[config.mk]
export PLATFORM = sky130hd
export DESIGN_NAME = fifo_wr_arbiter
export DESIGN_NICKNAME = d
export VERILOG_FILES = /design/src/rtl/fifo_pkg.sv /design/src/rtl/fifo_wr_arbiter_pick.sv /design/src/rtl/fifo_wr_arbiter.sv
export SDC_FILE = /design/constraint.sdc
export NUM_CORES = 1
export LEC_CHECK = 0
export BUFFER_PORTS_ARGS = -buffer_cell sky130_fd_sc_hd__buf_4
export CORE_UTILIZATION = 40
export CTS_BUF_LIST = sky130_fd_sc_hd__clkbuf_16
export CTS_CLUSTER_SIZE = 40
export DETAILED_ROUTE_END_ITERATION = 10
export GPL_TIMING_DRIVEN = 0
export PLACE_DENSITY = 0.86
export SLEW_MARGIN = 20
export SYNTH_ARGS = -nofsm -noshare
export SYNTH_HDL_FRONTEND = slang
export SYNTH_HIERARCHICAL = 1
export SYNTH_SLANG_ARGS = --single-unit
[constraint.sdc]
create_clock -name clk -period 6.85 [get_ports clk]
set_clock_uncertainty 0.15 [all_clocks]
set_input_delay 0 -clock clk [delete_from_list [all_inputs] [get_ports clk]]
set_output_delay 0 -clock clk [all_outputs]
set_load 0.01 [all_outputs]
[src/rtl/fifo_pkg.sv]
// ----------------------------------------------------------------------------
// fifo_pkg
// Shared types and helpers for the FIFO write-side arbitration logic.
//   arb_state_e : arbiter FSM states (IDLE, BURST)
//   rr_pick     : round-robin search of a valid vector starting at an index,
//                 wrapping modulo n (n <= RR_MAX_N). Returns {any, index}.
// ----------------------------------------------------------------------------
package fifo_pkg;

    typedef enum logic {
        IDLE  = 1'b0,
        BURST = 1'b1
    } arb_state_e;

    localparam int RR_MAX_N = 16;
    localparam int RR_IDX_W = 4;

    // Candidate index is start+k, folded back by one subtraction of n. Since
    // start < n and only k < n is considered, a single fold is an exact
    // modulo, so indices >= n are never produced.
    function automatic logic [RR_IDX_W:0] rr_pick(
        input logic [RR_MAX_N-1:0] valid,
        input logic [RR_IDX_W-1:0] start,
        input int                  n
    );
        logic                found;
        logic [RR_IDX_W-1:0] idx;
        int                  cand;
        found = 1'b0;
        idx   = '0;
        for (int k = 0; k < RR_MAX_N; k++) begin
            cand = int'(start) + k;
            if (cand >= n) cand = cand - n;
            if ((k < n) && !found && valid[cand[RR_IDX_W-1:0]]) begin
                found = 1'b1;
                idx   = cand[RR_IDX_W-1:0];
            end
        end
        return {found, idx};
    endfunction

endpackage

[src/rtl/fifo_wr_arbiter_pick.sv]
// ----------------------------------------------------------------------------
// rr_priority_pick
// Combinational round-robin priority encoder.
//   i_valid [N]     : request vector
//   i_start [IDX_W] : highest-priority index (must be < N)
//   o_idx   [IDX_W] : first set bit at or above i_start, wrapping modulo N
//   o_any           : at least one request is set
// ----------------------------------------------------------------------------
module rr_priority_pick
    import fifo_pkg::*;
#(
    parameter int N     = 4,
    parameter int IDX_W = $clog2(N)
) (
    input  logic [N-1:0]     i_valid,
    input  logic [IDX_W-1:0] i_start,
    output logic [IDX_W-1:0] o_idx,
    output logic             o_any
);

    logic [RR_MAX_N-1:0] w_valid;
    logic [RR_IDX_W-1:0] w_start;
    logic [RR_IDX_W:0]   w_res;

    // Widen to the helper's fixed size; unused upper requests stay zero.
    always_comb begin
        w_valid          = '0;
        w_valid[N-1:0]   = i_valid;
        w_start          = '0;
        w_start[IDX_W-1:0] = i_start;
        w_res            = rr_pick(w_valid, w_start, N);
        o_idx            = IDX_W'(w_res[RR_IDX_W-1:0]);
        o_any            = w_res[RR_IDX_W];
    end

endmodule

[src/rtl/fifo_wr_arbiter.sv]
// ----------------------------------------------------------------------------
// fifo_wr_arbiter
// Round-robin arbiter sharing one sync_fifo write port among N_REQ producers.
// A grant lasts up to MAX_BURST accepted words; each FIFO word is tagged with
// the producer index: fifo_wr_data = {owner, payload}.
//   clk, rst_n     : clock, asynchronous active-low reset
//   req_valid [N]  : producer word offered
//   req_data  [N*DATA_W] : producer i at [i*DATA_W +: DATA_W]
//   req_ready [N]  : producer word accepted (valid & ready)
//   fifo_full      : registered FIFO full flag
//   fifo_wr_en     : FIFO write strobe
//   fifo_wr_data   : {owner tag, payload}
//   grant_id       : current owner, meaningful while busy
//   busy           : burst in progress
// ----------------------------------------------------------------------------
module fifo_wr_arbiter
    import fifo_pkg::*;
#(
    parameter int N_REQ     = 4,
    parameter int DATA_W    = 32,
    parameter int MAX_BURST = 4
) (
    input  logic                              clk,
    input  logic                              rst_n,
    input  logic [N_REQ-1:0]                  req_valid,
    input  logic [N_REQ*DATA_W-1:0]           req_data,
    output logic [N_REQ-1:0]                  req_ready,
    input  logic                              fifo_full,
    output logic                              fifo_wr_en,
    output logic [$clog2(N_REQ)+DATA_W-1:0]   fifo_wr_data,
    output logic [$clog2(N_REQ)-1:0]          grant_id,
    output logic                              busy
);

    localparam int TAG_W = $clog2(N_REQ);

    arb_state_e       r_state,    w_state_nxt;
    logic [TAG_W-1:0] r_owner,    w_owner_nxt;
    logic [TAG_W-1:0] r_rr_ptr,   w_rr_nxt;
    logic [7:0]       r_beat_cnt, w_beat_nxt;

    logic [TAG_W-1:0] w_pick;
    logic             w_any;
    logic [TAG_W-1:0] w_owner_inc;
    logic             w_owner_vld;
    logic             w_xfer;
    logic [7:0]       w_beat_inc;
    logic             w_last;
    logic [DATA_W-1:0] w_data [N_REQ];

    for (genvar gi = 0; gi < N_REQ; gi++) begin : g_slice
        assign w_data[gi] = req_data[gi*DATA_W +: DATA_W];
    end

    rr_priority_pick #(
        .N     (N_REQ),
        .IDX_W (TAG_W)
    ) u_pick (
        .i_valid (req_valid),
        .i_start (r_rr_ptr),
        .o_idx   (w_pick),
        .o_any   (w_any)
    );

    // Explicit wrap so non-power-of-two N_REQ never yields an unused index.
    assign w_owner_inc = (r_owner == TAG_W'(N_REQ-1)) ? '0 : r_owner + 1'b1;
    assign w_owner_vld = req_valid[r_owner];
    assign busy        = (r_state == BURST);
    // fifo_full gates the write directly, so no write is ever issued into a
    // full FIFO.
    assign w_xfer      = busy & w_owner_vld & ~fifo_full;
    assign w_beat_inc  = r_beat_cnt + 8'd1;
    assign w_last      = (w_beat_inc == 8'(MAX_BURST));

    always_ff @(posedge clk or negedge rst_n) begin
        if (!rst_n) begin
            r_state    <= IDLE;
            r_owner    <= '0;
            r_rr_ptr   <= '0;
            r_beat_cnt <= '0;
        end else begin
            r_state    <= w_state_nxt;
            r_owner    <= w_owner_nxt;
            r_rr_ptr   <= w_rr_nxt;
            r_beat_cnt <= w_beat_nxt;
        end
    end

    always_comb begin
        w_state_nxt = r_state;
        w_owner_nxt = r_owner;
        w_rr_nxt    = r_rr_ptr;
        w_beat_nxt  = r_beat_cnt;
        case (r_state)
            IDLE: begin
                if (w_any) begin
                    w_state_nxt = BURST;
                    w_owner_nxt = w_pick;
                    w_beat_nxt  = '0;
                end
            end
            BURST: begin
                if (w_xfer) begin
                    w_beat_nxt = w_beat_inc;
                    if (w_last) begin
                        w_state_nxt = IDLE;
                        w_rr_nxt    = w_owner_inc;
                    end
                end else if (!fifo_full && !w_owner_vld) begin
                    // Owner went idle; a drop while full does not count.
                    w_state_nxt = IDLE;
                    w_rr_nxt    = w_owner_inc;
                end
            end
            default: w_state_nxt = IDLE;
        endcase
    end

    always_comb begin
        req_ready = '0;
        if (busy && !fifo_full) req_ready[r_owner] = 1'b1;
    end

    assign fifo_wr_en   = w_xfer;
    assign fifo_wr_data = {r_owner, w_data[r_owner]};
    assign grant_id     = r_owner;

endmodule
== Yosys cells after proc, flatten, opt, wreduce, memory -nomap -nowiden ==
Index checks and enable logic that the tools add are counted.
W data, S select, Z words.
Cells by class
  add/subtract/negate cells: 9
  magnitude comparators: 11
  eq/ne operators: 5
  multiplexer cells: 40
  bitwise operators: 5
  reduce and logical (&&, ||, !) cells: 15
Operators by type and width (count)
  $ge A32 B4 Y1 const B: 3
  $bmux W32 S2: 1
  $mux W32: 2
  $lt A4 B5 Y1 const B: 4
  $mux W4: 5
  $bmux W1 S4: 4
  $mux W2: 8
  $mux W8: 2
  $pmux W8 S2: 1
  $mux W1: 14
  $sub A4 B4 Y4 const B: 3
  $add A8 B1 Y8 const B: 1
  $eq A8 B3 Y1 const B: 1
  $add A2 B2 Y3 const B: 2
  $logic_and A1 B1 Y1: 6
  $logic_not A1 Y1: 5
  $ne A2 B1 Y1 const B: 2
  $reduce_and A2 Y1: 2
  $sub A2 B3 Y4 const B: 1
  $add A2 B1 Y3 const B: 1
  $ge A2 B3 Y1 const B: 1
  $ge A3 B3 Y1 const B: 1
  $lt A2 B3 Y1 const B: 1
  $not A2 Y3: 1
  other kinds (11): 13
Word-level totals
  flip-flop bits (word level): 13
  logic and storage cells: 89

== Depth between registers and ports, before layout ==
  depth in word-level cells: 16
  gate-level depth with buffers: 12
  mapped depth without buffers: 10

== Modules after synthesis ==
The synthesis kept the hierarchy.
By module, submodules not included
  fifo_wr_arbiter: times used 1, cells an instance 138, area an instance 1616.6 um^2, seq. area each 325.3 um^2
  rr_priority_pick: times used 1, cells an instance 38, area an instance 316.6 um^2, seq. area each 0.0 um^2

== Worst setup path after synthesis ==
OpenSTA, ideal clock, no wires.
  kind: register -> register
  from: register r_rr_ptr[0]
  to: register r_beat_cnt[3]
  setup time: 0.095 ns
  data arrival time: 2.646 ns
  required time: 6.605 ns
  setup slack: 3.959 ns
  cell stages (with the launch flop): 13
  path buffers: 2
  clock period less this slack: 2.891 ns
  cell sequence: dfrtp_1 > buf_2 > inv_1 > ha_1 > buf_2 > mux4_2 > and2_1 > a21oi_2 > nand4b_1 > nor2b_1 > nor2_1 > o21ai_0 > o31ai_1
Between the ends
  longest elaborated chain between the ends: 16
  elaborated cells on any way between the ends: 35
  classes of those cells: add/sub: 7; order compare: 4; eq/ne: 1; mux: 16; reduce/logical: 7
Ends and longest elaborated chain
  from (decl): RTL line fifo_wr_arbiter.sv:39  | logic [TAG_W-1:0] r_rr_ptr, w_rr_nxt;
  from (signal assigned): RTL line fifo_wr_arbiter.sv:84  | r_rr_ptr <= w_rr_nxt;
  parallel branches: the longest is 13 deep, another holds $ge A32 B4 Y1
  $mux W1 *: RTL line fifo_pkg.sv:34  | if ((k < n) && !found && valid[cand[RR_IDX_W-1:0]]) begin
  via w_any: RTL line fifo_wr_arbiter.sv:43  | logic w_any;
  $ne A2 B1 Y1 (no source line) *
  $reduce_and A2 Y1 (no source line) *
  to (signal assigned): RTL line fifo_wr_arbiter.sv:85  | r_beat_cnt <= w_beat_nxt;
  to (decl): RTL line fifo_wr_arbiter.sv:40  | logic [7:0] r_beat_cnt, w_beat_nxt;
Mark *: on every way through the listed nets, which the timed path passes. The select of a mux whose other input is x is not followed.
A chain may end at the register's enable or synchronous reset.

== Final worst setup path ==
  from: register r_rr_ptr[0]
  to: register r_beat_cnt[5]
The elaborated chain is that of the path after synthesis.

==> metrics.csv <==
metric;value;unit
synth_edf_count;0;
cap_violations;0;
grt_max_degree;12;
antenna_violating_nets_post_route;0;
final_layout_size_suffix_gt1_share;62.78;%
final.setup.tns;0;ns
critical_path.cell_chain;buf_2 -> inv_1 -> ha_1 -> buf_2 -> mux4_2 -> and2_1 -> a21oi_2 -> nand4b_1 -> nor2b_1 -> nor2_1 -> o21ai_0 -> o21ai_0;
cell_types_with_the_largest_area_share_after_synthesis;sky130_fd_sc_hd__mux4_2 (41%), sky130_fd_sc_hd__dfrtp_1 (17%), sky130_fd_sc_hd__ha_1 (6.5%), sky130_fd_sc_hd__o21ai_0 (3.6%), sky130_fd_sc_hd__nand2_1 (2.7%);
required_time_of_the_critical_path;6.85;ns
hp-class;input pin to register;
groute.usage.overall;30.63;%
placement.io_buffers;176;
crit_path_max_incr_delay;0.53;ns
critical-path-slowest-cell;sky130_fd_sc_hd__dfrtp_1;
num_rows;24;
detailedRoute.firstIterationViolations;97;
netlist.top_cell.by_area;sky130_fd_sc_hd__mux4_2;
synthArstFlopShare;100.0;%
post-route-util;76.33;%
post_synth_most_frequent_cells;sky130_fd_sc_hd__mux4_2 (35), sky130_fd_sc_hd__nand2_1 (14), sky130_fd_sc_hd__o21ai_0 (14);
routabilityCongestion;0.8734;
routed_wl;8.171;mm
drt-pass1-iter-count;4;
end_kind;register;
floorplan.initialDensity;42.92;%
finalHoldViolations;0;
power.share.switching;40.79;%
internal_power_of_the_cells;0.6483;mW
cts_tree;yes;
first_global_vias;2279;
switching_power_of_the_nets;0.4467;mW
yosys.area.top_type_share;40.78;%
synth.net_count;321;
post-dp-hpwl;6.899;mm
finalSetupViolations;0;
power_frac_clock;9.8;%
final_period_minus_worst_setup_slack;3.476;ns
yosys_register_bits;13;
postSynthCellCount;176;
cts_made_buffers;3;
post_drt_via_cell_ratio;5.765;
final_critical_path_setup_slack;3.374;ns
cts.reportedPaths.clkPinSlew;0.05;ns
core_region_area;0.004504;sq mm
max_clock_freq;287.7;MHz
grt_remaining_overflow;0;
cts-htree-levels;1;
power.total;1.095;mW
timing.max_slew.rel_slack;59.11;%
power_leakage;1.661;nW
critical_path_fanouts_max;10;
period_share;50.74;%
floorplan_die_width;71.52;um
design.die.area;0.005115;sq mm
power.density_cell_area;318.5;mW/mm^2
clk_tree_root_cell;sky130_fd_sc_hd__clkbuf_16;
tritoncts_num_sinks;13;
synth.lib_cells_used.distinct;41;
synth-warning-count;6;
worst-setup-path-type;register to register;
seq_power_share;12.1;%
nets;506;
grt_pass1_wl;11.76;mm
ys.flop_type;sky130_fd_sc_hd__dfrtp_1;
clk_path_buf_depth;2;
setup_repair_after_global_routing_missed_its_margin;false;
stdcell_count;412;
synth_sequential_area_ratio;16.83;%
yosysMostFrequentCell;sky130_fd_sc_hd__mux4_2;
num_vias;2375;
antenna-diode-count;0;
post-route-drc-count;0;
critPathArrivalTime;3.48;ns
ir_worst_vdd;306.5;uV
post-place-ws;3.568;ns
status;complete, no violations;
timing.critical_path.from_type;register;
area_growth_syn_to_layout;77.86;%
route.detailed.wl_per_inst;19.83;um
synth_area;0.001933;sq mm
boundaryPins;177;
antenna_found_initial;0;
die_h;71.52;um
cts_resized;0;
share_comb_of_total_power;78.0;%
worstSkewPairLatency;0.24;ns
report.final.slew_viol_count;0;
tightest_slew;0.6070;ns
place_inst;404;
syn-mean-instance-area;10.98;sq um
## cell usage in the layout (no fill, tap or decap), types with 2 or more instances in the layout
master | synthesis | layout
sky130_fd_sc_hd__nand2b_1 | 4 | 4
sky130_fd_sc_hd__o21ai_0 | 14 | 14
sky130_fd_sc_hd__a21oi_1 | 3 | 3
sky130_fd_sc_hd__nand4_1 | 2 | 2
sky130_fd_sc_hd__ha_1 | 10 | 10
sky130_fd_sc_hd__nor2_1 | 9 | 9
sky130_fd_sc_hd__nand3_1 | 7 | 7
sky130_fd_sc_hd__mux2i_1 | 5 | 5
sky130_fd_sc_hd__dfrtp_1 | 13 | 13
sky130_fd_sc_hd__a221o_1 | 3 | 3
sky130_fd_sc_hd__clkbuf_1 | 4 | 4
sky130_fd_sc_hd__dlygate4sd3_1 | 0 | 4
sky130_fd_sc_hd__buf_4 | 2 | 178
sky130_fd_sc_hd__inv_1 | 6 | 7
sky130_fd_sc_hd__nand2_1 | 14 | 14
sky130_fd_sc_hd__clkbuf_16 | 0 | 3
sky130_fd_sc_hd__buf_2 | 5 | 5
sky130_fd_sc_hd__and3_1 | 3 | 3
sky130_fd_sc_hd__a211oi_1 | 2 | 2
sky130_fd_sc_hd__and2_1 | 6 | 6
sky130_fd_sc_hd__nor2b_1 | 2 | 2
sky130_fd_sc_hd__mux4_2 | 35 | 35
sky130_fd_sc_hd__a211o_1 | 5 | 5
sky130_fd_sc_hd__nor3_1 | 3 | 3
## layout make-up
type | instances | area, sq um
Inverter | 6 | 22.52
Fill cell | 336 | 1066
Multi-Input combinational cell | 144 | 1515
Tap cell | 52 | 65.06
Timing Repair Buffer | 180 | 1361
Sequential cell | 13 | 325.3
Clock inverter | 1 | 3.754
Clock buffer | 3 | 75.07
Buffer | 13 | 70.07
## sequential cells by signal, summed over array words and instances, names as in the netlist
name	cells
r_rr_ptr	2
r_beat_cnt	8
grant_id	2
busy	1
## metal layers
| layer | routed length, um | up-vias | GRT usage [%] |
|---|---|---|---|
| li1 | - | 1075 | - |
| met2 | 4060 | 133 | 50.69 |
| met5 | 0 | - | 0 |
| met3 | 938 | 16 | 10.83 |
| met4 | 153 | 0 | 5.882 |
| met1 | 3018 | 1151 | 39.46 |
## logic make-up (layout without fill, tap and decap cells)
kind of cell             after synthesis  count (layout)  synth area share, %
AND/OR/NAND/NOR                       57              57                15.28
multiplexers                          40              40                43.37
AO/OA/AOI/OAI                         35              35                12.36
buffers and inverters                 19             203                4.789
flip-flops                            13              13                16.83
adder cells (fa/ha/maj)               10              10                6.472
XOR/XNOR                               2               2               0.9063
## power groups by stage
stage          combinational [mW]  clock [mW]  sequential [mW]
6_report                    0.855       0.108            0.133
5_1_grt                     0.920       0.112            0.137
4_1_cts                     0.856       0.107            0.133
3_5_place_dp                0.850           0            0.134
3_3_place_gp                0.834           0            0.132
2_1_floorplan               0.534           0            0.128
## per-stage QoR
stage,instance area (sq um),hold slack (ns)
after floorplan,1933,-0.4456
after global placement,3319,-0.2974
after detailed placement,3319,-0.2960
after CTS,3438,0.1354
after global routing,3438,0.1984
final,3438,0.1355
## worst max-delay path, delay by kind of cell (launching register included)
family	cells	cell delay, ns
AO/OA/AOI/OAI	3	0.43
adder cells (fa/ha/maj)	1	0.27
buffers and inverters	3	0.53
flip-flops	1	0.53
multiplexers	1	0.50
AND/OR/NAND/NOR	4	0.96
## what timing repair did
item | in CTS | in global routing
setup buffers | 0 | 0
hold buffers | 4 | 0
endpoints found under the hold margin | 14 | 0
## path summary, 6_finish.rpt
kind	start	to	slack (ns)	cells past startpoint
worst max-delay path	r_rr_ptr[0]	r_beat_cnt[5]	3.37	12
worst min-delay path	req_valid[1]	grant_id[0]	0.14	6
worst max register to register	r_rr_ptr[0]	r_beat_cnt[5]	3.37	12
worst min register to register	r_beat_cnt[7]	r_beat_cnt[7]	0.41	1
max in group asynchronous	rst_n	r_beat_cnt[6]	5.06	4
min in group asynchronous	rst_n	r_beat_cnt[5]	0.50	3
Note: power is estimated with default switching activity, not from simulation.
